### config.mk
export PLATFORM = sky130hd
export DESIGN_NAME = cic_compensator
export DESIGN_NICKNAME = d
export VERILOG_FILES = /design/src/rtl/cic_comp_pkg.sv /design/src/rtl/cic_comp_mac.sv /design/src/rtl/cic_compensator.sv
export SDC_FILE = /design/constraint.sdc
export NUM_CORES = 1
export LEC_CHECK = 0
export BUFFER_PORTS_ARGS = -buffer_cell sky130_fd_sc_hd__buf_2
export CORE_MARGIN = 8
export CORE_UTILIZATION = 49
export DETAILED_ROUTE_END_ITERATION = 6
export GPL_TIMING_DRIVEN = 0
export REMOVE_ABC_BUFFERS = 1
export SYNTH_ARGS = -nofsm -noshare
export SYNTH_HDL_FRONTEND = slang
export SYNTH_SLANG_ARGS = --single-unit
### constraint.sdc
create_clock -name clk_i -period 10.62 [get_ports clk_i]
set_input_delay 2.124 -clock clk_i [delete_from_list [all_inputs] [get_ports clk_i]]
set_output_delay 2.124 -clock clk_i [all_outputs]
set_load 0.005 [all_outputs]
### src/rtl/cic_comp_pkg.sv
// Shared types and constants for the CIC droop compensator.
// Coefficients are Q2.16 signed; DEFAULT_COEFFS targets a 4-stage, R=8 decimator.
package cic_comp_pkg;

  localparam int COEFF_FRAC = 16;
  localparam int COEFF_BITS = 18;
  localparam int MAX_TAPS   = 32;

  typedef logic signed [COEFF_BITS-1:0] coeff_t;

  typedef enum logic [1:0] {IDLE, MAC, DONE} comp_state_e;

  // Symmetric inverse-sinc kernel; the taps sum to unity DC gain (65536).
  localparam coeff_t DEFAULT_COEFFS [15] = '{
    -18'sd120,  18'sd240,  -18'sd480,  18'sd920, -18'sd1750, 18'sd3400, -18'sd7800,
     18'sd76716,
    -18'sd7800, 18'sd3400, -18'sd1750, 18'sd920, -18'sd480,  18'sd240,  -18'sd120
  };

  function automatic int acc_width(input int nb_in, input int taps);
    return nb_in + COEFF_BITS + $clog2(taps);
  endfunction

endpackage

### src/rtl/cic_comp_mac.sv
// Signed multiply-accumulate with synchronous clear and enable.
module cic_comp_mac
  import cic_comp_pkg::*;
#(
  parameter int A_W   = 16,
  parameter int B_W   = COEFF_BITS,
  parameter int ACC_W = 38
)(
  input  logic                    clk_i,
  input  logic                    reset_i,
  input  logic                    clr,
  input  logic                    en,
  input  logic signed [A_W-1:0]   a,
  input  logic signed [B_W-1:0]   b,
  output logic signed [ACC_W-1:0] acc
);

  logic signed [A_W+B_W-1:0] prod;

  assign prod = a * b;

  always_ff @(posedge clk_i) begin
    if (!reset_i || clr) acc <= '0;
    else if (en)         acc <= acc + ACC_W'(prod);
  end

endmodule

### src/rtl/cic_compensator.sv
// Time-multiplexed single-MAC FIR flattening CIC passband droop.
// One result per input tick; latency num_taps+2 cycles.
module cic_compensator
  import cic_comp_pkg::*;
#(
  parameter int     num_taps        = 15,
  parameter int     num_bits_input  = 16,
  parameter int     num_bits_output = 16,
  parameter coeff_t coeffs [num_taps] = DEFAULT_COEFFS
)(
  input  logic                              clk_i,
  input  logic                              reset_i,
  input  logic                              tick_i,
  input  logic signed [num_bits_input-1:0]  signal_i,
  output logic signed [num_bits_output-1:0] signal_o,
  output logic                              tick_o,
  output logic                              busy_o,
  output logic                              overrun_o
);

  localparam int NI    = num_bits_input;
  localparam int NO    = num_bits_output;
  localparam int ACC_W = acc_width(NI, num_taps);
  localparam int IDX_W = $clog2(num_taps);
  localparam int S     = COEFF_FRAC + NI - NO;
  localparam int RW    = ACC_W + 1;

  localparam logic signed [RW-1:0] HALF = $signed({{(RW-S){1'b0}}, 1'b1, {(S-1){1'b0}}});
  localparam logic signed [RW-1:0] OMAX = $signed({{(RW-NO+1){1'b0}}, {(NO-1){1'b1}}});
  localparam logic signed [RW-1:0] OMIN = $signed({{(RW-NO+1){1'b1}}, {(NO-1){1'b0}}});

  comp_state_e                     state;
  logic [IDX_W-1:0]                idx;
  logic [num_taps-1:0][NI-1:0]     x;
  logic signed [NI-1:0]            x_sel;
  coeff_t                          c_sel;
  logic signed [ACC_W-1:0]         acc;
  logic signed [RW-1:0]            rnd;
  logic signed [NO-1:0]            sat_val;
  logic                            accept;

  assign accept = (state == IDLE) && tick_i;

  // Newest sample enters x[0]; ticks arriving while busy never touch the line.
  always_ff @(posedge clk_i) begin
    if (!reset_i)    x <= '0;
    else if (accept) x <= {x[num_taps-2:0], signal_i};
  end

  assign x_sel = $signed(x[idx]);
  assign c_sel = coeffs[idx];

  cic_comp_mac #(
    .A_W   (NI),
    .B_W   (COEFF_BITS),
    .ACC_W (ACC_W)
  ) u_mac (
    .clk_i   (clk_i),
    .reset_i (reset_i),
    .clr     (accept),
    .en      (state == MAC),
    .a       (x_sel),
    .b       (c_sel),
    .acc     (acc)
  );

  // One extra bit keeps the rounding offset from wrapping at the accumulator ceiling.
  assign rnd = (RW'(acc) + HALF) >>> S;

  always_comb begin
    sat_val = rnd[NO-1:0];
    if (rnd > OMAX)      sat_val = OMAX[NO-1:0];
    else if (rnd < OMIN) sat_val = OMIN[NO-1:0];
  end

  always_ff @(posedge clk_i) begin
    if (!reset_i) begin
      state     <= IDLE;
      idx       <= '0;
      signal_o  <= '0;
      tick_o    <= 1'b0;
      busy_o    <= 1'b0;
      overrun_o <= 1'b0;
    end else begin
      tick_o    <= 1'b0;
      overrun_o <= 1'b0;
      unique case (state)
        IDLE: begin
          if (tick_i) begin
            idx    <= '0;
            busy_o <= 1'b1;
            state  <= MAC;
          end
        end
        MAC: begin
          overrun_o <= tick_i;
          idx       <= idx + 1'b1;
          if (idx == IDX_W'(num_taps - 1)) state <= DONE;
        end
        DONE: begin
          overrun_o <= tick_i;
          signal_o  <= sat_val;
          tick_o    <= 1'b1;
          busy_o    <= 1'b0;
          state     <= IDLE;
        end
        default: state <= IDLE;
      endcase
    end
  end

endmodule

**Yosys cells after proc, flatten, opt, wreduce, memory -nomap -nowiden**

Memory sizes are Yosys's and may differ from the RTL's.
Cells that the tools add are included.

- Multiply operators: 1
- Order comparisons: 4
- Equal/unequal tests: 5
- Add/sub/neg operators: 3
- Mux-type cells: 14
- Reduce and logical (&&, ||, !) cells: 11
- Bitwise operators: 1

Operators by type and width:

| kind | count |
|---|---|
| $bmux W16 S4 | 1 |
| $mux W16 | 3 |
| $add A38 B17 Y39 const B | 1 |
| $add A38 B34 Y38 | 1 |
| $mux W18 | 2 |
| $mul A16 B18 Y34 | 1 |
| $gt A23 B16 Y1 const B | 1 |
| $lt A23 B16 Y1 const B | 1 |
| $pmux W4 S2 | 1 |
| $reduce_and A2 Y1 | 4 |
| $ge A5 B5 Y1 const B | 1 |
| $lt A4 B5 Y1 const B | 1 |
| $not A4 Y5 | 1 |
| $add A4 B1 Y4 const B | 1 |
| $eq A4 B4 Y1 const B | 1 |
| $mux W2 | 2 |
| $mux W4 | 1 |
| $ne A2 B2 Y1 const B | 2 |
| $pmux W2 S2 | 1 |
| $reduce_bool A2 Y1 | 2 |
| $eq A2 B1 Y1 const B | 1 |
| $eq A2 B2 Y1 const B | 1 |
| $logic_not A2 Y1 | 1 |
| $mux W1 | 2 |
| other kinds (5) | 5 |

- Memories: 1
- Memory bits (read-only): 288
- Bits of input ports: 19
- Register bits: 303
- Output and inout bits: 19

Memory list:

| memory | depth | width | read ports | clocked after Yosys merged registers in | wr ports | line | RTL |
|---|---|---|---|---|---|---|---|
| (name not given) | 16 | 18 | 1 | 0 | 0 | cic_compensator.sv:51 | `assign c_sel = coeffs[idx];` |

**Longest topological paths before layout**

Gate-level depths: netlist of the first run.

- Depth after elaboration: 6
- Gate-level depth with buffers: 33
- Depth with buffers taken out: 29

**Modules after synthesis**

A second synthesis of the first run with hierarchy kept.

- Cell total of the unflattened synthesis: 3005
- Area total of the unflattened synthesis: 26479.1 um^2

By module, submodules not included:

| module | area each (um^2) | times used | cells each |
|---|---|---|---|
| cic_comp_mac | 14027.2 | 1 | 1519 |
| cic_compensator | 12451.9 | 1 | 1486 |

**Worst setup path after synthesis of the first run**

OpenSTA, ideal clock, no wires.

- Path type: register -> register
- Start point: reg idx[0]
- End point: reg u_mac.acc[33]
- Clock period less this slack: 7.704 ns
- Required time: 10.497 ns
- Setup slack: 2.916 ns
- Arrival: 7.581 ns
- Path buffers: 2
- Stages on the path, launching flop included: 30
- Setup time: 0.123 ns
- Cells stage by stage: dfxtp_1 -> buf_2 -> buf_2 -> mux4_2 -> o21ai_0 -> nand2_1 -> o21ai_1 -> inv_1 -> nand2_1 -> inv_1 -> fa_1 -> inv_1 -> fa_1 -> fa_1 -> inv_1 -> fa_1 -> fa_1 -> inv_1 -> fa_1 -> inv_1 -> ha_1 -> and3_1 -> and2_1 -> a221oi_1 -> o21ai_0 -> a31oi_1 -> o31ai_1 -> a31oi_1 -> xor2_1 -> o21ai_0

- Cells in the longest elaborated chain, start to end: 6

RTL lines:

| what | line | RTL |
|---|---|---|
| start, declared | cic_compensator.sv:33 | `logic [IDX_W-1:0] idx;` |
| start signal, assigned | cic_compensator.sv:97 | `idx <= idx + 1'b1;` |
| $not A4 Y5 (not written as such) | cic_compensator.sv:51 |  |
| $mem_v2 Z16 W18 | - |  |
| $mux W18 (not written as such) (2 in series) | cic_compensator.sv:51 |  |
| $mul A16 B18 Y34 (*) | cic_comp_mac.sv:20 | `assign prod = a * b;` |
| $add A38 B34 Y38 (*) | cic_comp_mac.sv:24 | `else if (en) acc <= acc + ACC_W'(prod);` |
| end signal, assigned | cic_comp_mac.sv:24 |  |
| end, declared | cic_comp_mac.sv:15 | `output logic signed [ACC_W-1:0] acc` |

Every way passes the cells marked *; elsewhere a longest branch is shown, timed or not. The select of a mux whose other input is x is not followed.
A chain may end at the register's enable or synchronous reset.

**Final worst setup path of the first run**

- Start point: reg idx[0]
- End point: reg u_mac.acc[36]

Same word-level chain as after synthesis.

==> results.toml, run 1 <==
[worst_setup_path]
cp_common_cell = "fa_1"
crit_arrival_ns = 10.33
cp-end-kind = "flop"
worstPathRequired_ns = 11.11
critical-path-top-delay-family = "adder cells"
critPathLaunchType = "flop"
worstSetupPathType = "reg2reg"
cpPeakStageDelay_ns = 0.90
crit_buf_inv = 7
cp_max_fo = 42
crit_path_top_delay_cell = "fa_1"

[sta]
max_freq_mhz = 102
setup_viol = 0
finalMaxSlewViolations = 0
fin_hold_ws_ns = 0.462
finalHoldViolations = 0
relSlewSlack_pct = 1.97
finalClockSkew_ns = 0.0234
rsz0062_at_grt = "false"
fin_crit_ns = 9.84
worst_pin_slew_ns = 1.46
post-route-period-util_pct = 92.7

[synth]
synth_edf_count = 0
seq_area_frac_synth_pct = 23.8
syn_inst = 2875
ys_top_cells_by_count = "621 x nand2_1, 393 x inv_1, 326 x fa_1"
async_reset_ff_share_pct = 0
synth_top_area_share_pct = 25.7
yosysTopAreaCell = "fa_1"
synthMostInstantiatedCell = "nand2_1"
synth-main-ff-cell = "dfxtp_1"
ys_ff_latch = 302
syn_area_per_cell_um2 = 8.83
netlist_area_mm2 = 0.0254
yosysUniqueCellTypes = 66
yosys-top-cells-area = "fa_1 26%, dfxtp_1 24%, nand2_1 9.2%"
yosysWarnings = 0

[floorplan]
floorplan.io_pins = 38
start_util_pct = 49.5
core_area_mm2 = 0.0513
rows = 83
die_h_um = 244
die-area_mm2 = 0.0593
die_w_um = 244

[grt]
grt_usage_pct = 21.0
antenna_found_initial = 0
grt_start_max_net_pins = 138
first_global_vias = 19700
grt_pass1_wl_um = 102000
gr-total-overflow = 0

[power]
power.share.clock_pct = 18.4
p_sw_mw = 3.16
p_int_mw = 3.81
sw_frac_of_total_pct = 45.3
peakVddDrop_v = 0.000531
power_frac_comb_pct = 64.3
power_density_mw_per_mm2 = 253
finalPower_mw = 6.96
power.leakage_nw = 12.0
p_seq_share_pct = 17.3

[drt]
vias = 18900
wire_per_inst_um = 17.2
drt_iter0_drc = 1243
drt_pre_antenna_iters = 7
wl_um = 60700
drcViolationCount = 0
vias_per_cell = 5.36
ant_nets = 0

[placed_design]
dp_hpwl_um = 44500
place.gp.congestion = 0.906
io_buffers = 37

[cells_and_area]
fillers = 4834
nets = 3284
final_core_util_pct = 53.7
seq_area_mm2 = 0.00606
multi_input_area_mm2 = 0.0173
drive_gt1_share_pct = 7.62
diodes = 0
area_growth_pct = 8.53

[cts]
cts-root-to-sink-buffers = 3
clockRootBuffer = "clkbuf_16"
clkSinkCount = 302
cts_tree = "done"
cts_buffers = 38
ctsHoldBuffers = 0
clk_pin_slew_ns = 0.06
h-tree-depth = 2
clk_latency_ns = 0.57

[outcome]
status = "complete, no violations"

[run]
cap_violations = 0

[min_path]
hold_path.class = "reg2reg"
flip-flops by register name, summed over array words and instances (netlist names):
register and count:
busy_o 1, x 240, overrun_o 1, signal_o 16
idx 4, state 2, u_mac.acc 37, tick_o 1
area by class of cell:
cell class	instances	area share [%]
multi-input combinational	2024	62.8
sequential	302	22.0
inverter	395	5.40
clock buffer	59	4.03
tap	680	3.09
timing repair buffer	58	2.15
clock inverter	10	0.513
logic make-up (layout without fill, tap and decap cells):
family,Yosys count,in the layout,synth area share [%]
AOI/OAI and AO/OA,498,498,13.9
buffers and inverters,549,522,8.31
xor gates and xnor gates,51,51,1.76
adders and majority gates,446,446,31.6
DFF,302,302,23.8
muxes,92,92,5.40
and+or+nand+nor,937,937,15.2
worst register-to-register path, delay by kind of cell (launching register included):
| family | cells | cell delay, ns |
|---|---|---|
| adders and majority gates | 7 | 3.80 |
| AOI/OAI and AO/OA | 9 | 2.11 |
| buffers and inverters | 7 | 1.67 |
| and+or+nand+nor | 4 | 1.43 |
| DFF | 1 | 0.60 |
| xor gates and xnor gates | 1 | 0.15 |
per-layer routing:
layer | vias up | part of all wire (%) | global-route usage (%)
met5 | - | 0 | 0
met4 | 0 | 2.5 | 5.70
met3 | 92 | 4.4 | 2.92
met2 | 317 | 48 | 35.4
met1 | 9450 | 45 | 28.1
li1 | 9056 | - | -
power groups by stage:
| stage | logic, mW | clock network [mW] | registers [mW] |
|---|---|---|---|
| after floorplan | 3.56 | 0 | 1.22 |
| after global routing | 5.21 | 1.37 | 1.21 |
| after global placement | 4.44 | 0 | 1.24 |
| after detailed placement | 4.50 | 0 | 1.23 |
| after CTS | 4.53 | 1.33 | 1.21 |
| final | 4.47 | 1.28 | 1.21 |
worst paths after layout:
kind	cells after the start	slack (ns)	to	start
worst max-delay path	28	0.78	u_mac.acc[36]$_SDFFE_PP0P_	idx[0]$_SDFFE_PN0P_
worst min-delay path	2	0.46	x[234]$_SDFFE_PN0P_	x[234]$_SDFFE_PN0P_
worst max register to register	28	0.78	u_mac.acc[36]$_SDFFE_PP0P_	idx[0]$_SDFFE_PN0P_
worst min register to register	2	0.46	x[234]$_SDFFE_PN0P_	x[234]$_SDFFE_PN0P_
placed cells by master, fill, tap and decap left out, drive strengths merged, types with 15 or more instances in the layout:
cell type  instances
a21boi           243
ha               120
fa               326
xnor2             27
a211oi            16
a221oi            17
a21o              24
nor2             188
and2              21
inv              397
xor2              24
dfxtp            302
a21oi             56
mux2              29
mux4              33
nor2b             19
mux2i             30
clkbuf            59
nand3             20
o21ai             71
nand2            622
buf               58
o21a              15
per-stage QoR:
stage | instance area (µm²) | setup slack [ns] | setup TNS [ns] | cells
floorplan | 24800 | 1.03 | 0 | 2721
global placement | 25800 | -4.63 | -119.05 | 3438
detailed placement | 26300 | 0.570 | 0 | 3459
CTS | 27500 | 0.511 | 0 | 3528
global route | 27500 | 0.175 | 0 | 3528
finish | 27500 | 0.777 | 0 | 3528
what timing repair did:
action | in CTS | in global routing
endpoints found under the setup margin | 0 | 2
buffers inserted | 0 | 0
gates resized for setup | 0 | 3
Power figures use the tool's default switching activity.
==> inputs of run 2 (changes only) <==
- clock period: 10.62 -> 9.72 ns (I/O delays scaled with it)
==> run 2 against run 1 <==
  * Combinational power up 10%
  * Clock power increased by 9%
  * Hold slack gained 0.0023 ns
  * Critical endpoint unchanged
  * Highest routed layer unchanged
  * Largest cell class unchanged
  * Count of clock-buffer cells in the layout unchanged
  * First-iteration DRC count is 8.2% lower
==> results.toml, run 2 (synthesis gave the netlist of run 1 again) <==
[cells_and_area]
nets = 3289
drive_gt1_share_pct = 7.92
final_core_util_pct = 53.9
final_common_cell = "nand2_1"
largest_register = "x"
area_growth_pct = 8.94
fillers = 4830
top_regs = "x: 240 flops, u_mac.acc: 37 flops, signal_o: 16 flops"
largest_reg_flops = 240
diodes = 0
finalNonFillerCells = 3533
layout_common_cells = "620 x nand2_1, 392 x inv_1, 325 x fa_1"

[sta]
tns_ns = 0
fin_hold_ws_ns = 0.464
worst_slack_ns = 0.471
post-route-period-util_pct = 95.2
setup_viol = 0
finalMaxSlewViolations = 0
max_freq_mhz = 108
finalHoldViolations = 0
relSlewSlack_pct = 5.92
finalClockSkew_ns = 0.0214
fin_crit_ns = 9.25
worst_pin_slew_ns = 1.40

[worst_setup_path]
worstPathRequired_ns = 10.21
crit-reg2reg-launch = "idx[1]$_SDFFE_PN0P_"
critical-path-top-delay-family = "adder cells"
worstSetupStartpoint = "idx[1]$_SDFFE_PN0P_"
cpPeakStageDelay_ns = 0.70
critPathLaunchType = "flop"
crit_arrival_ns = 9.74
r2r_slack_ns = 0.47
crit_path_top_delay_cell = "fa_2"
r2r-end = "u_mac.acc[36]$_SDFFE_PP0P_"
cp-end-kind = "flop"
crit_buf_inv = 7
reg2reg_depth = 28
worstSetupPathType = "reg2reg"
cp_max_fo = 37

[power]
peakVddDrop_v = 0.000580
p_int_mw = 4.17
p_sw_mw = 3.47
power.leakage_nw = 12.0
power_density_mw_per_mm2 = 276
power_frac_comb_pct = 64.4
power.share.clock_pct = 18.4
p_seq_share_pct = 17.2
sw_frac_of_total_pct = 45.5

[grt]
antenna_found_initial = 0
first_global_vias = 19800
grt_start_max_net_pins = 138
gr-total-overflow = 0
grt_pass1_wl_um = 103000
grt_usage_pct = 21.1

[drt]
wl_um = 61000
drt_pre_antenna_iters = 5
drt_iter0_drc = 1141
vias_per_cell = 5.37
drcViolationCount = 0
wire_per_inst_um = 17.3
vias = 19000
ant_nets = 0

[floorplan]
floorplan.io_pins = 38
core_area_mm2 = 0.0513
die-area_mm2 = 0.0593
start_util_pct = 49.5
die_h_um = 244
die_w_um = 244
rows = 83

[cts]
ctsHoldBuffers = 0
clk_latency_ns = 0.57
cts_buffers = 38
cts-root-to-sink-buffers = 3
cts_tree = "done"
clk_pin_slew_ns = 0.06
clockRootBuffer = "clkbuf_16"
h-tree-depth = 2
clkSinkCount = 302

[outcome]
status = "complete, no violations"

[placed_design]
dp.cells = 3459
place_ws_ns = -0.330
io_buffers = 37
place.gp.congestion = 0.906
dp_hpwl_um = 44500

[min_path]
hold_path.class = "reg2reg"
holdPathStages = 2
hp-start = "x[234]$_SDFFE_PN0P_"
holdPathEnd = "x[234]$_SDFFE_PN0P_"

[run]
cap_violations = 0
==> run 2: per-layer routing <==
layer / part of all wire (%) / track usage, % / wire length [µm] / vias to the layer above
li1: - / - / - / 9075
met1: 45 / 28.1 / 27400 / 9463
met2: 48 / 35.6 / 29300 / 342
met3: 4.5 / 3.03 / 2730 / 103
met4: 2.7 / 6.05 / 1620 / 0
met5: 0 / 0 / 0 / -
==> run 2: power groups by stage <==
stage	Combinational (mW)	Sequential, mW	Clock (mW)
finish	4.92	1.32	1.40
global route	5.72	1.32	1.50
CTS	4.95	1.32	1.45
detailed placement	4.92	1.34	0
global placement	4.85	1.35	0
floorplan	3.89	1.33	0
==> run 2: worst reg2reg max path, delay by kind of cell, from the launching register on <==
| kind | cells | cell delay, ns |
|---|---|---|
| flip-flops | 1 | 0.63 |
| AO/OA/AOI/OAI | 8 | 2.23 |
| buffers and inverters | 7 | 0.97 |
| XOR/XNOR | 1 | 0.15 |
| adder cells (fa/ha/maj) | 7 | 3.63 |
| AND/OR/NAND/NOR | 5 | 1.55 |
==> run 2: stage by stage <==
step                area (µm²)  power (mW)
CTS                      27600        7.72
global placement         25800        6.20
floorplan                24800        5.22
detailed placement       26300        6.26
global route             27700        8.54
finish                   27700        7.64
==> run 2: timing repair <==
item | 4_1_cts | 5_1_grt
endpoints found under the setup margin | 9 | 10
gates resized for setup | 4 | 9
cloned | 0 | 0
setup buffers | 1 | 4
==> run 2: final cells by class <==
| type | instances | area [µm²] | area share, % |
|---|---|---|---|
| timing repair buffer | 63 | 642 | 2.32 |
| clock inverter | 10 | 141 | 0.511 |
| clock buffer | 59 | 1110 | 4.02 |
| multi-input combinational | 2024 | 17400 | 62.8 |
| inverter | 395 | 1490 | 5.40 |
| sequential | 302 | 6060 | 21.9 |
| tap | 680 | 851 | 3.08 |
==> run 2: worst max path at each step <==
stage	to	slack (ns)	depth (start not counted)
after floorplan	u_mac.acc[26]$_SDFFE_PP0P_	0.13	23
after global placement	u_mac.acc[36]$_SDFFE_PP0P_	-5.53	24
after detailed placement	u_mac.acc[36]$_SDFFE_PP0P_	-0.33	27
after CTS	u_mac.acc[36]$_SDFFE_PP0P_	0.01	28
after global routing	u_mac.acc[36]$_SDFFE_PP0P_	-0.08	29
final	u_mac.acc[36]$_SDFFE_PP0P_	0.47	28
==> inputs of run 3 (changes only) <==
- PLACE_DENSITY: default -> 0.67
- clock period: 9.72 -> 8.1 ns (I/O delays scaled with it)
==> run 3 against run 2 <==
  * Largest cell class unchanged
  * Clock skew fell by 0.0021 ns
  * Clock power rose by 23%
  * Hold slack improved by 0.0051 ns
  * Largest power group unchanged
  * Combinational power rose by 29%
  * Non-clock buffer count rose by 37
  * Critical path type unchanged
==> results.toml, run 3 (synthesis gave the netlist of run 1 again) <==
[outcome]
status = "complete, no violations"

[min_path]
hold_path.class = "reg2reg"
holdPathStages = 2

[cells_and_area]
final_common_cell = "nand2_1"
fin_area_mm2 = 0.0284
multi_input_area_mm2 = 0.0177
finalNonFillerCells = 3564
seq_area_mm2 = 0.00606
diodes = 0
drive_gt1_share_pct = 10.8
top_regs = "x: 240 flops, u_mac.acc: 37 flops, signal_o: 16 flops"
fillers = 4642
nets = 3325
largest_register = "x"
area_growth_pct = 11.8
layout_common_cells = "617 x nand2_1, 389 x inv_1, 324 x fa_1"
final_core_util_pct = 55.3
largest_reg_flops = 240

[worst_setup_path]
crit_arrival_ns = 8.27
r2r-end = "u_mac.acc[37]$_SDFFE_PP0P_"
cp-end-kind = "flop"
worstSetupStartpoint = "idx[0]$_SDFFE_PN0P_"
worstSetupPathType = "reg2reg"
cp_max_fo = 12
reg2reg_depth = 27
critical-path-top-delay-family = "adder cells"
cpPeakStageDelay_ns = 0.55
critPathLaunchType = "flop"
cp-endpoint = "u_mac.acc[37]$_SDFFE_PP0P_"
crit-reg2reg-launch = "idx[0]$_SDFFE_PN0P_"
crit_path_top_delay_cell = "fa_1"
r2r_slack_ns = 0.26
crit_buf_inv = 6
worstPathRequired_ns = 8.53
cp_common_cell = "fa_1"
path_depth = 27

[floorplan]
floorplan.io_pins = 38
rows = 83
die_h_um = 244
core_area_mm2 = 0.0513
start_util_pct = 49.5
die_w_um = 244
die-area_mm2 = 0.0593

[drt]
ant_nets = 0
drt_pre_antenna_iters = 5
vias_per_cell = 5.43
wire_per_inst_um = 17.5
vias = 19400
drt_iter0_drc = 1394
drcViolationCount = 0
wl_um = 62500

[cts]
clk_latency_ns = 0.56
cts-root-to-sink-buffers = 3
clockRootBuffer = "clkbuf_16"
clk_pin_slew_ns = 0.06
cts_buffers = 37
cts_tree = "done"
h-tree-depth = 2
clkSinkCount = 302

[run]
cap_violations = 0

[placed_design]
io_buffers = 37
dpl_cell_area_mm2 = 0.0262
dp_hpwl_um = 44000
dp.cells = 3456
place_ws_ns = -2.25
place.gp.congestion = 0.923

[sta]
relSlewSlack_pct = 12.4
finalHoldViolations = 0
worst_pin_slew_ns = 1.31
finalMaxSlewViolations = 0
setup_viol = 0
fin_crit_ns = 7.84
fin_hold_ws_ns = 0.469
worst_slack_ns = 0.262
max_freq_mhz = 128
finalClockSkew_ns = 0.0193
post-route-period-util_pct = 96.8

[grt]
first_global_vias = 20000
gr-total-overflow = 0
grt_pass1_wl_um = 103000
grt_usage_pct = 21.1
grt_start_max_net_pins = 160
antenna_found_initial = 1

[power]
power.leakage_nw = 12.3
power_density_mw_per_mm2 = 340
peakVddDrop_v = 0.000487
## run 3: cell count changes in the layout (fill, tap and decap cells not counted), moves of 4 or more
cell	previous run	this run
a21oi_4	0	4
clkbuf_1	14	9
o21ai_4	1	6
o21ai_0	55	45
buf_4	7	39
o21ai_2	1	9
## run 3: final cells by class
type                            instances  area share (%)
Clock buffer                           52            3.67
Clock inverter                         11           0.763
Inverter                              395            5.31
Multi-Input combinational cell       2024            62.3
Sequential cell                       302            21.4
Tap cell                              680            3.00
Timing Repair Buffer                  100            3.57
## run 3: layer usage
layer  track usage [%]  vias to the layer above  part of all wire, %  wire, µm
met2              36.1                      437                   49     30600
met3              2.89                      104                  5.3      3330
met4              5.99                        0                  2.5      1550
met1              27.7                     9678                   43     27000
li1                  -                     9146                    -         -
met5                 0                        -                    0         0
## run 3: tightest hold or removal path: stages (launching register included)
cell	delay [ns]
dfxtp_1	0.31
nand2_1	0.05
a21boi_0	0.06
## run 3: worst min-delay path by stage
stage | end | startpoint
floorplan | x[224]$_SDFFE_PN0P_ | x[224]$_SDFFE_PN0P_
global placement | x[226]$_SDFFE_PN0P_ | x[226]$_SDFFE_PN0P_
detailed placement | x[236]$_SDFFE_PN0P_ | x[236]$_SDFFE_PN0P_
CTS | x[236]$_SDFFE_PN0P_ | x[236]$_SDFFE_PN0P_
global route | signal_o[4]$_SDFFE_PN0P_ | signal_o[4]$_SDFFE_PN0P_
finish | x[179]$_SDFFE_PN0P_ | x[163]$_SDFFE_PN0P_
## run 3: what timing repair did
action	in CTS	in global routing
gates resized for setup	45	56
hold buffers	0	0
gates cloned	2	2
buffers inserted	18	23
pin swaps	4	10
endpoints found under the setup margin	26	16
## run 3: power by group
group          total [mW]  internal, mW  switching, mW
Clock                1.72          1.04          0.680
Sequential           1.57          1.52         0.0498
Combinational        6.37          2.68           3.69
Total                9.66          5.24           4.42
## run 3: stage by stage
step	setup TNS, ns	power (mW)
floorplan	-29.93	6.26
global placement	-225.36	7.41
detailed placement	-37.91	7.51
CTS	0	9.46
global route	-0.0942	10.7
finish	0	9.66
